**config.mk**
```make
export PLATFORM = sky130hd
export DESIGN_NAME = axi_ar_slave_arbiter_flat
export DESIGN_NICKNAME = d
export VERILOG_FILES = /design/src/rtl/axi_ar_slave_arbiter_if.sv /design/src/rtl/axi_ar_slave_arbiter.sv /design/src/flat_wrapper.sv
export SDC_FILE = /design/constraint.sdc
export NUM_CORES = 1
export LEC_CHECK = 0
export CAP_MARGIN = 20
export CELL_PAD_IN_SITES_DETAIL_PLACEMENT = 1
export CELL_PAD_IN_SITES_GLOBAL_PLACEMENT = 2
export CORE_ASPECT_RATIO = 1.1
export CORE_UTILIZATION = 33
export DETAILED_ROUTE_END_ITERATION = 16
export DONT_BUFFER_PORTS = 1
export GPL_ROUTABILITY_DRIVEN = 1
export PLACE_DENSITY = 0.89
export SETUP_SLACK_MARGIN = 0.3
export SYNTH_ARGS = -nofsm -noshare
export SYNTH_HDL_FRONTEND = slang
export SYNTH_SLANG_ARGS = --single-unit
```
**constraint.sdc**
```tcl
create_clock -name axi_clk -period 2.8 [get_ports axi_clk]
set_input_delay 0.42 -clock axi_clk [delete_from_list [all_inputs] [get_ports axi_clk]]
set_output_delay 0.42 -clock axi_clk [all_outputs]
set_load 0.005 [all_outputs]
```
**src/rtl/axi_ar_slave_arbiter_if.sv**
```systemverilog
// AR-side bundle between one slave port's arbiter and the master AR FIFO heads / slave AR channel.
// The slave modport is the arbiter's view; master is the environment driving FIFO heads and the slave.
interface axi_ar_slave_arbiter_if #(
  parameter int unsigned M_CNT  = 4,
  parameter int unsigned DATA_W = 49
);
  logic [M_CNT-1:0]        m_ar_valid;
  logic [M_CNT*DATA_W-1:0] m_ar_data;
  logic [M_CNT-1:0]        m_ar_pop;
  logic [7:0]              s_arid;
  logic [31:0]             s_araddr;
  logic [3:0]              s_arlen;
  logic [2:0]              s_arsize;
  logic [1:0]              s_arburst;
  logic                    s_arvalid;
  logic                    s_arready;
  logic                    s_r_done;
  logic [3:0]              outst_cnt;

  modport slave (
    input  m_ar_valid, m_ar_data, s_arready, s_r_done,
    output m_ar_pop, s_arid, s_araddr, s_arlen, s_arsize, s_arburst, s_arvalid, outst_cnt
  );

  modport master (
    output m_ar_valid, m_ar_data, s_arready, s_r_done,
    input  m_ar_pop, s_arid, s_araddr, s_arlen, s_arsize, s_arburst, s_arvalid, outst_cnt
  );
endinterface

```
**src/rtl/axi_ar_slave_arbiter.sv**
```systemverilog
// Per-slave round-robin AR arbiter with outstanding-burst limit.
// Optional AR_BACK2BACK_EN: re-arbitrate on the accepting cycle for one AR per cycle.
module axi_ar_slave_arbiter #(
  parameter int unsigned M_CNT     = 4,
  parameter int unsigned DATA_W    = 49,
  parameter int unsigned MAX_OUTST = 4
) (
  input logic                   axi_clk,
  input logic                   axi_rst_n,
  axi_ar_slave_arbiter_if.slave bus
);
  localparam int unsigned PtrW = (M_CNT > 1) ? $clog2(M_CNT) : 1;

  typedef enum logic [0:0] {StIdle, StSend} state_e;

  state_e            state_q, state_d;
  logic [PtrW-1:0]   rr_ptr_q, rr_ptr_d;
  logic [PtrW-1:0]   winner_q, winner_d;
  logic [PtrW-1:0]   rr_next;
  logic [3:0]        count_q, count_d;
  logic [DATA_W-1:0] data_q, data_d;
  logic [M_CNT-1:0]  req, pop;
  logic [PtrW:0]     pick;
  logic              grant, accept, done;

  // Returns {found, index} of the first set request at or above ptr, wrapping at M_CNT-1.
  function automatic logic [PtrW:0] rr_pick(input logic [M_CNT-1:0] r, input logic [PtrW-1:0] p);
    logic [PtrW:0]   res;
    logic [PtrW-1:0] sel;
    int unsigned     idx;
    res = '0;
    for (int unsigned i = 0; i < M_CNT; i++) begin
      idx = (32'(p) + i) % M_CNT;
      sel = PtrW'(idx);
      if (!res[PtrW] && r[sel]) res = {1'b1, sel};
    end
    return res;
  endfunction

  assign accept  = (state_q == StSend) && bus.s_arready;
  assign done    = bus.s_r_done;
  assign rr_next = (winner_q == PtrW'(M_CNT - 1)) ? '0 : winner_q + 1'b1;

  // A done pulse with nothing outstanding is spurious and must not wrap the counter.
  always_comb begin
    count_d = count_q;
    if (accept && !done) begin
      count_d = count_q + 4'd1;
    end else if (!accept && done && (count_q != 4'd0)) begin
      count_d = count_q - 4'd1;
    end
  end

  always_comb begin
    state_d  = state_q;
    rr_ptr_d = rr_ptr_q;
    winner_d = winner_q;
    data_d   = data_q;
    req      = '0;
    pick     = '0;
    grant    = 1'b0;
    pop      = '0;
    case (state_q)
      StIdle: begin
        req   = bus.m_ar_valid & {M_CNT{count_q < 4'(MAX_OUTST)}};
        pick  = rr_pick(req, rr_ptr_q);
        grant = pick[PtrW];
      end
      StSend: begin
        if (accept) begin
          rr_ptr_d = rr_next;
          state_d  = StIdle;
`ifdef AR_BACK2BACK_EN
          req   = bus.m_ar_valid & {M_CNT{count_d < 4'(MAX_OUTST)}};
          pick  = rr_pick(req, rr_next);
          grant = pick[PtrW];
`endif
        end
      end
      default: state_d = StIdle;
    endcase
    if (grant) begin
      pop[pick[PtrW-1:0]] = 1'b1;
      winner_d = pick[PtrW-1:0];
      data_d   = bus.m_ar_data[32'(pick[PtrW-1:0]) * DATA_W +: DATA_W];
      state_d  = StSend;
    end
  end

  always_ff @(posedge axi_clk) begin
    if (!axi_rst_n) begin
      state_q  <= StIdle;
      rr_ptr_q <= '0;
      winner_q <= '0;
      count_q  <= '0;
      data_q   <= '0;
    end else begin
      state_q  <= state_d;
      rr_ptr_q <= rr_ptr_d;
      winner_q <= winner_d;
      count_q  <= count_d;
      data_q   <= data_d;
    end
  end

  // Pop is combinational, so it is masked while reset is held.
  assign bus.m_ar_pop  = pop & {M_CNT{axi_rst_n}};
  assign bus.s_arvalid = (state_q == StSend);
  // The id field already carries the master number in its upper nibble from upstream.
  assign bus.s_arid    = data_q[48:41];
  assign bus.s_araddr  = data_q[40:9];
  assign bus.s_arlen   = data_q[8:5];
  assign bus.s_arsize  = data_q[4:2];
  assign bus.s_arburst = data_q[1:0];
  assign bus.outst_cnt = count_q;
endmodule

```
**src/flat_wrapper.sv**
```systemverilog
// flat-port wrapper written by rule: the top's interface ports become plain ports
module axi_ar_slave_arbiter_flat 
#(
  parameter int unsigned M_CNT     = 4,
  parameter int unsigned DATA_W    = 49,
  parameter int unsigned MAX_OUTST = 4
)
  (axi_clk, axi_rst_n, bus_m_ar_valid, bus_m_ar_data, bus_s_arready, bus_s_r_done, bus_m_ar_pop, bus_s_arid, bus_s_araddr, bus_s_arlen, bus_s_arsize, bus_s_arburst, bus_s_arvalid, bus_outst_cnt);
  axi_ar_slave_arbiter_if #(.M_CNT(M_CNT), .DATA_W(DATA_W)) bus_i ();
  input logic axi_clk;
  input logic axi_rst_n;
  input wire logic [$bits(bus_i.m_ar_valid)-1:0] bus_m_ar_valid;
  input wire logic [$bits(bus_i.m_ar_data)-1:0] bus_m_ar_data;
  input wire logic [$bits(bus_i.s_arready)-1:0] bus_s_arready;
  input wire logic [$bits(bus_i.s_r_done)-1:0] bus_s_r_done;
  output wire logic [$bits(bus_i.m_ar_pop)-1:0] bus_m_ar_pop;
  output wire logic [$bits(bus_i.s_arid)-1:0] bus_s_arid;
  output wire logic [$bits(bus_i.s_araddr)-1:0] bus_s_araddr;
  output wire logic [$bits(bus_i.s_arlen)-1:0] bus_s_arlen;
  output wire logic [$bits(bus_i.s_arsize)-1:0] bus_s_arsize;
  output wire logic [$bits(bus_i.s_arburst)-1:0] bus_s_arburst;
  output wire logic [$bits(bus_i.s_arvalid)-1:0] bus_s_arvalid;
  output wire logic [$bits(bus_i.outst_cnt)-1:0] bus_outst_cnt;
  assign bus_i.m_ar_valid = bus_m_ar_valid;
  assign bus_i.m_ar_data = bus_m_ar_data;
  assign bus_i.s_arready = bus_s_arready;
  assign bus_i.s_r_done = bus_s_r_done;
  assign bus_m_ar_pop = bus_i.m_ar_pop;
  assign bus_s_arid = bus_i.s_arid;
  assign bus_s_araddr = bus_i.s_araddr;
  assign bus_s_arlen = bus_i.s_arlen;
  assign bus_s_arsize = bus_i.s_arsize;
  assign bus_s_arburst = bus_i.s_arburst;
  assign bus_s_arvalid = bus_i.s_arvalid;
  assign bus_outst_cnt = bus_i.outst_cnt;
  axi_ar_slave_arbiter #(.M_CNT(M_CNT), .DATA_W(DATA_W), .MAX_OUTST(MAX_OUTST)) u_core (.axi_clk(axi_clk), .axi_rst_n(axi_rst_n), .bus(bus_i));
endmodule
```
## After elaboration in Yosys (flattened, before gate mapping)

Cells that the tools add are included.

- Register bits after elaboration: 58
- Input bits: 204
- Output and inout bits: 58
- Word-level logic and storage cells: 65

- $add $sub $neg: 6
- $mul: 1
- Magnitude comparators: 7
- Equality and inequality tests: 1
- Shift-type cells: 1
- Multiplexer cells: 26
- Bitwise operators: 2
- Reduce and logical (&&, ||, !) cells: 16

Operator list:

| kind | number |
|---|---|
| $shiftx 196x9->49 | 1 |
| $mux 3 | 7 |
| $lt 2x3->1 const B | 5 |
| $mux 4 | 3 |
| $mux 1 | 9 |
| $and 4x4->4 | 2 |
| $bmux 1 s2 | 4 |
| $logic_and 1x1->1 | 8 |
| $mul 2x6->8 const B | 1 |
| $logic_not 1->1 | 5 |
| $add 2x1->2 const B | 2 |
| $add 2x2->2 const B | 2 |
| $add 4x1->4 const B | 1 |
| $lt 4x3->1 const B | 1 |
| $mux 2 | 2 |
| $reduce_bool 4->1 | 1 |
| $sub 4x1->4 const B | 1 |
| $demux 1 s2 | 1 |
| $eq 2x2->1 const B | 1 |
| $ge 2x1->1 const B | 1 |
| $reduce_and 2->1 | 1 |
| $reduce_bool 2->1 | 1 |

## Logic depth before layout (Yosys ltp)

- Depth in word-level cells: 24
- Depth in mapped cells: 9
- Mapped depth without buffers: 8

## Worst setup path before layout

OpenSTA, ideal clock, no wires.

- Kind: in2out
- From: input port bus_m_ar_valid[2]
- To: output port bus_m_ar_pop[0]
- Arrival: 1.779 ns
- Data required time: 2.380 ns
- Setup slack: 0.601 ns
- Stages: 7
- Buffers on the path: 2
- Cells stage by stage: buf_2 a21bo_1 a21oi_1 a211oi_1 o21ai_2 nor2_2 buf_2

- Word-level cells in the longest chain between the ends: 23
- Elaborated cells on any way between the ends: 31
- Those cells by class: 2 x order compare; 20 x mux; 2 x bitwise; 7 x reduce/logical

RTL lines:

| what | RTL line | RTL |
|---|---|---|
| start: declaration | flat_wrapper.sv:12 | `input wire logic [$bits(bus_i.m_ar_valid)-1:0] bus_m_ar_valid;` |
| $and 4x4->4 * | axi_ar_slave_arbiter.sv:65 | `req = bus.m_ar_valid & {M_CNT{count_q < 4'(MAX_OUTST)}};` |
| $bmux 1 s2 | axi_ar_slave_arbiter.sv:35 | `if (!res[PtrW] && r[sel]) res = {1'b1, sel};` |
| $mux 1 (implied by the code) | axi_ar_slave_arbiter.sv:35 |  |
| $mux 3 | axi_ar_slave_arbiter.sv:35 |  |
| $mux 3 | axi_ar_slave_arbiter.sv:63 | `case (state_q)` |
| $logic_not 1->1 | axi_ar_slave_arbiter.sv:35 |  |
| $logic_and 1x1->1 | axi_ar_slave_arbiter.sv:35 |  |
| $mux 3 | axi_ar_slave_arbiter.sv:35 |  |
| (+7 left out) | -- |  |
| $mux 3 * | axi_ar_slave_arbiter.sv:35 |  |
| $mux 2 | axi_ar_slave_arbiter.sv:63 |  |
| $lt 2x3->1 (implied by the code) / $ge 2x1->1 (equally long branches) | axi_ar_slave_arbiter.sv:83 | `pop[pick[PtrW-1:0]] = 1'b1;` |
| $logic_and 1x1->1 (implied by the code) | axi_ar_slave_arbiter.sv:83 |  |
| $mux 1 (implied by the code) | axi_ar_slave_arbiter.sv:83 |  |
| $demux 1 s2 | -- |  |
| $mux 4 * | axi_ar_slave_arbiter.sv:82 | `if (grant) begin` |
| $and 4x4->4 * | axi_ar_slave_arbiter.sv:107 | `assign bus.m_ar_pop = pop & {M_CNT{axi_rst_n}};` |
| end: declaration | flat_wrapper.sv:16 | `output wire logic [$bits(bus_i.m_ar_pop)-1:0] bus_m_ar_pop;` |

Every way passes the cells marked *; elsewhere a longest branch is shown, timed or not. The select of a mux whose other input is x is not followed.

## Worst setup path after layout

- From: register u_core.rr_ptr_q[1]
- To: output port bus_m_ar_pop[0]

- Word-level cells in the longest chain between the ends: 22
- Elaborated cells on any way between the ends: 33
- Those cells by class: 3 x add/sub; 2 x order compare; 20 x mux; 1 x bitwise; 7 x reduce/logical

RTL lines:

| what | RTL line | RTL |
|---|---|---|
| start: declaration | axi_ar_slave_arbiter.sv:17 | `logic [PtrW-1:0] rr_ptr_q, rr_ptr_d;` |
| start signal: assignment | axi_ar_slave_arbiter.sv:99 | `rr_ptr_q <= rr_ptr_d;` |
| $bmux 1 s2 | axi_ar_slave_arbiter.sv:35 |  |
| $mux 1 (implied by the code) | axi_ar_slave_arbiter.sv:35 |  |
| $mux 3 | axi_ar_slave_arbiter.sv:35 |  |
| $mux 3 | axi_ar_slave_arbiter.sv:63 |  |
| $logic_not 1->1 | axi_ar_slave_arbiter.sv:35 |  |
| $logic_and 1x1->1 | axi_ar_slave_arbiter.sv:35 |  |
| $mux 3 | axi_ar_slave_arbiter.sv:35 |  |
| $mux 3 | axi_ar_slave_arbiter.sv:63 |  |
| (+6 left out) | -- |  |
| $mux 3 * | axi_ar_slave_arbiter.sv:35 |  |
| $mux 2 | axi_ar_slave_arbiter.sv:63 |  |
| $lt 2x3->1 (implied by the code) / $ge 2x1->1 (equally long branches) | axi_ar_slave_arbiter.sv:83 |  |
| $logic_and 1x1->1 (implied by the code) | axi_ar_slave_arbiter.sv:83 |  |
| $mux 1 (implied by the code) | axi_ar_slave_arbiter.sv:83 |  |
| $demux 1 s2 | -- |  |
| $mux 4 * | axi_ar_slave_arbiter.sv:82 |  |
| $and 4x4->4 * | axi_ar_slave_arbiter.sv:107 |  |

Marks and branches as above.

==> summary.json <==
{
  "critPathMaxFanout": {"value": 17},
  "yosys_register_bits": {"value": 58},
  "worst-endpoint-required": {"value": 2.38, "unit": "ns"},
  "multi_input_comb_area": {"value": 2101, "unit": "um2"},
  "synth_enable_flop_cells": {"value": 0},
  "post_synth_adder_cell_area": {"value": 1.696, "unit": "%"},
  "crit-reg2reg-capture": {"value": "u_core.bus.outst_cnt[3]"},
  "crit_chain": {"value": "mux2_1 > nand4_1 > nand3_1 > o21ai_4 > nor2_2 > buf_4"},
  "final_nets": {"value": 583},
  "report.final.setup_viol": {"value": 0},
  "skew_pair_late_insertion_delay": {"value": 0.34, "unit": "ns"},
  "yosys.cell_types.count": {"value": 49},
  "post-route-min-period": {"value": 2.373, "unit": "ns"},
  "grt_start_max_net_pins": {"value": 30},
  "ys_dominant_reg_cell": {"value": "dfxtp_1"},
  "grt.overflow.total": {"value": 0},
  "grt_antenna_before_repair": {"value": 0},
  "netlist_instances": {"value": 369},
  "first_global_vias": {"value": 3097},
  "cellLeakagePower": {"value": 1.472, "unit": "nW"},
  "tightest_slew": {"value": 0.5051, "unit": "ns"},
  "worstHoldPathType": {"value": "in -> reg"},
  "synth-xor-area-share": {"value": 0.7741, "unit": "%"},
  "gp_congestion": {"value": 0.8266},
  "cts.sinks": {"value": 58},
  "max_cap_violations": {"value": 0},
  "cts_tree": {"value": "built"},
  "routed_via_density": {"value": 6.114},
  "mapped_avg_cell_area": {"value": 9.199, "unit": "um2"},
  "cts_buffers": {"value": 9},
  "synth_nets": {"value": 577},
  "power.density": {"value": 1062, "unit": "nW/um2"},
  "startpoint": {"value": "u_core.rr_ptr_q[1]"},
  "drt_drc_violations_left": {"value": 0},
  "diodes": {"value": 0},
  "die-area": {"value": 10700, "unit": "um2"},
  "synth_sequential_area_ratio": {"value": 34.21, "unit": "%"},
  "synth.top_cell.area_share": {"value": 34.21, "unit": "%"},
  "clk_pin_slew": {"value": 0.06, "unit": "ns"},
  "timing.final.hold_violations": {"value": 0},
  "kind_of_start_point_of_the_critical_path": {"value": "flop"},
  "detailedRoute.firstIterationViolations": {"value": 148},
  "worstRegToRegCells": {"value": 8},
  "cts-htree-levels": {"value": 3},
  "fp.dieH": {"value": 108.4, "unit": "um"},
  "drt-total-wl": {"value": 11490, "unit": "um"},
  "r2r-start": {"value": "u_core.bus.s_arvalid"},
  "syn-cell-area": {"value": 3395, "unit": "um2"},
  "timing.critical_path.depth": {"value": 6},
  "finClkSkew": {"value": 0.009645, "unit": "ns"},
  "worstSetupPathType": {"value": "reg -> out"},
  "cpLargestDelayFamily": {"value": "flip-flops"},
  "post_drt_antenna_nets": {"value": 0},
  "endpoint": {"value": "bus_m_ar_pop[0]"},
  "area_share_of_and_or_nand_nor_cells_after_synthesis": {"value": 13.23, "unit": "%"},
  "area_delta_synth_final": {"value": 12.68, "unit": "%"},
  "maxClockFrequency": {"value": 421.4, "unit": "MHz"},
  "grt_setup_unrepaired": {"value": "yes"},
  "endpoint_kind": {"value": "output pin"},
  "sequential_cell_area": {"value": 1164, "unit": "um2"},
  "timing.critical_path.buf_inv": {"value": 1},
  "die_width": {"value": 98.70, "unit": "um"},
  "layout_worst_path_cycle_share": {"value": 84.74, "unit": "%"},
  "post_route_cells_drive_above_1_share": {"value": 15.79, "unit": "%"},
  "worst_slack": {"value": 0.4272, "unit": "ns"},
  "start_util": {"value": 34.16, "unit": "%"},
  "timing.setup.tns": {"value": 0, "unit": "ns"},
  "clk_path_buf_depth": {"value": 2},
  "maximum_vdd_drop": {"value": 452.2, "unit": "uV"},
  "outcome": {"value": "finished clean"},
  "place.port_buffers": {"value": 0},
  "synth.yosys.warnings": {"value": 0},
  "synth_top_area_cell": {"value": "dfxtp_1"},
  "arrival": {"value": 1.95, "unit": "ns"},
  "slew_viol_final": {"value": 0},
  "async_flop_share": {"value": 0, "unit": "%"},
  "clk_root_buffer_cell": {"value": "clkbuf_8"},
  "grt_pass1_wl": {"value": 16750, "unit": "um"},
  "first_pass_iters": {"value": 4},
  "synth.top_cells.by_area": {"value": "dfxtp_1 34%, mux2i_1 21%, a221o_1 8.3%, nand2_1 6.3%, o221ai_1 5.2%"},
  "placeableCoreArea": {"value": 9937, "unit": "um2"},
  "hold_start": {"value": "axi_rst_n"},
  "grt_util_all_layers": {"value": 20.65, "unit": "%"},
  "row_count": {"value": 38},
  "synth_top_family_by_area": {"value": "compound AO/OA/AOI/OAI gates"},
  "slowest_delay": {"value": 0.42, "unit": "ns"},
  "wire_per_inst": {"value": 22.98, "unit": "um"},
  "fillCellCount": {"value": 1146},
  "vias": {"value": 3057},
  "reg2reg_setup_slack": {"value": 0.46, "unit": "ns"},
  "dp_worst_setup_slack": {"value": 0.2792, "unit": "ns"},
  "hpwl": {"value": 8863, "unit": "um"},
  "timing.max_slew.rel_slack": {"value": 66.21, "unit": "%"},
  "synth.mux.area_fraction": {"value": 21.27, "unit": "%"},
  "design.portCount": {"value": 262},
  "critPathSlowestCell": {"value": "dfxtp_2"},
  "synth_compound_gate_area_share": {"value": 23.81, "unit": "%"}
}
[placed cells by master, fill, tap and decap left out, types with 2 or more instances in the layout]
cell type	Yosys	final
a21oi_1	11	11
xnor2_1	2	2
nand4_1	2	2
and3b_1	4	4
buf_4	5	21
mux2i_1	71	71
nor2_1	11	8
nor2_2	3	6
clkbuf_8	0	9
ha_1	3	3
o21ai_1	19	18
inv_1	3	3
nand2_1	57	57
clkinv_2	0	2
a221o_1	28	28
a211o_1	2	2
clkbuf_1	7	2
bufinv_16	0	2
dfxtp_2	0	2
o221ai_1	20	20
o21ai_0	13	13
dfxtp_1	58	56
inv_2	2	2
nand3_1	4	4
[how the worst min path moves through the flow]
| stage | end | slack [ns] | depth (start not counted) |
|---|---|---|---|
| after global placement | u_core.winner_q[0] | 0.47 | 2 |
| final | u_core.bus.s_arvalid | 0.21 | 2 |
| after global routing | u_core.data_q[36] | 0.19 | 1 |
| after detailed placement | u_core.winner_q[0] | 0.48 | 2 |
| after floorplan | u_core.winner_q[0] | 0.45 | 2 |
| after CTS | u_core.data_q[11] | 0.19 | 1 |
[layout make-up]
cell class                 count  share of cell area [%]
clock buffer                  11                   3.435
clock inverter                 5                   2.061
inverter                       6                  0.5888
multi-input combinational    278                   54.92
sequential                    58                   30.42
tap                          120                   3.925
timing repair buffer          22                   4.645
[Yosys cell counts, types with 2 or more instances]
| cell | count |
|---|---|
| and2_1 | 2 |
| nand3_1 | 4 |
| a211o_1 | 2 |
| and3b_1 | 4 |
| inv_2 | 2 |
| xnor2_1 | 2 |
| nand4_1 | 2 |
| nor2_1 | 11 |
| nor2_2 | 3 |
| buf_4 | 5 |
| a21oi_1 | 11 |
| o21ai_0 | 13 |
| ha_1 | 3 |
| a221o_1 | 28 |
| and3_1 | 2 |
| inv_1 | 3 |
| o31ai_1 | 2 |
| dfxtp_1 | 58 |
| mux2i_1 | 71 |
| nand2_1 | 57 |
| o221ai_1 | 20 |
| clkbuf_1 | 7 |
| o21ai_1 | 19 |
| buf_2 | 13 |
[metal layers]
metal	GRT usage, %	routed length (um)
met2	36.77	5915
met1	23.31	4543
met5	0	0
met3	6.723	874
met4	6.823	155
[sequential cells by signal, indices dropped and copies added, names as in the netlist]
register              flops
u_core.bus.outst_cnt      4
u_core.winner_q           2
u_core.data_q            49
u_core.bus.s_arvalid      1
u_core.rr_ptr_q           2
[where the power goes]
part | leakage (nW) | total, mW | switching [mW] | internal (mW)
sequential | 0.479 | 1.53 | 0.348 | 1.18
clock | 0.107 | 0.863 | 0.363 | 0.501
combinational | 0.886 | 1.67 | 0.888 | 0.780
[kinds of logic after synthesis]
logic type                 after synthesis
and+or+nand+nor                         95
buffers and inverters                   33
DFF                                     58
xor gates and xnor gates                 3
AOI/OAI and AO/OA                      104
adders and majority gates                4
muxes                                   72
[stage by stage]
stage | hold WS [ns] | area (um2) | utilization [%] | total power [mW] | cells
finish | 0.2083 | 3825 | 38.49 | 4.061 | 500
global route | 0.1898 | 3825 | 38.49 | 4.318 | 500
CTS | 0.1930 | 3792 | 38.16 | 4.066 | 498
detailed placement | 0.4832 | 3523 | 35.46 | 3.128 | 477
global placement | 0.4705 | 3523 | 35.46 | 3.048 | 477
floorplan | 0.4543 | 3395 | - | 2.713 | 369
[what timing repair did]
action	CTS	global route
pin swaps	3	2
hold buffers	0	0
setup buffers	5	2
resized for setup	5	6
endpoints found under the setup margin	7	5
(Power assumes the default switching activity.)
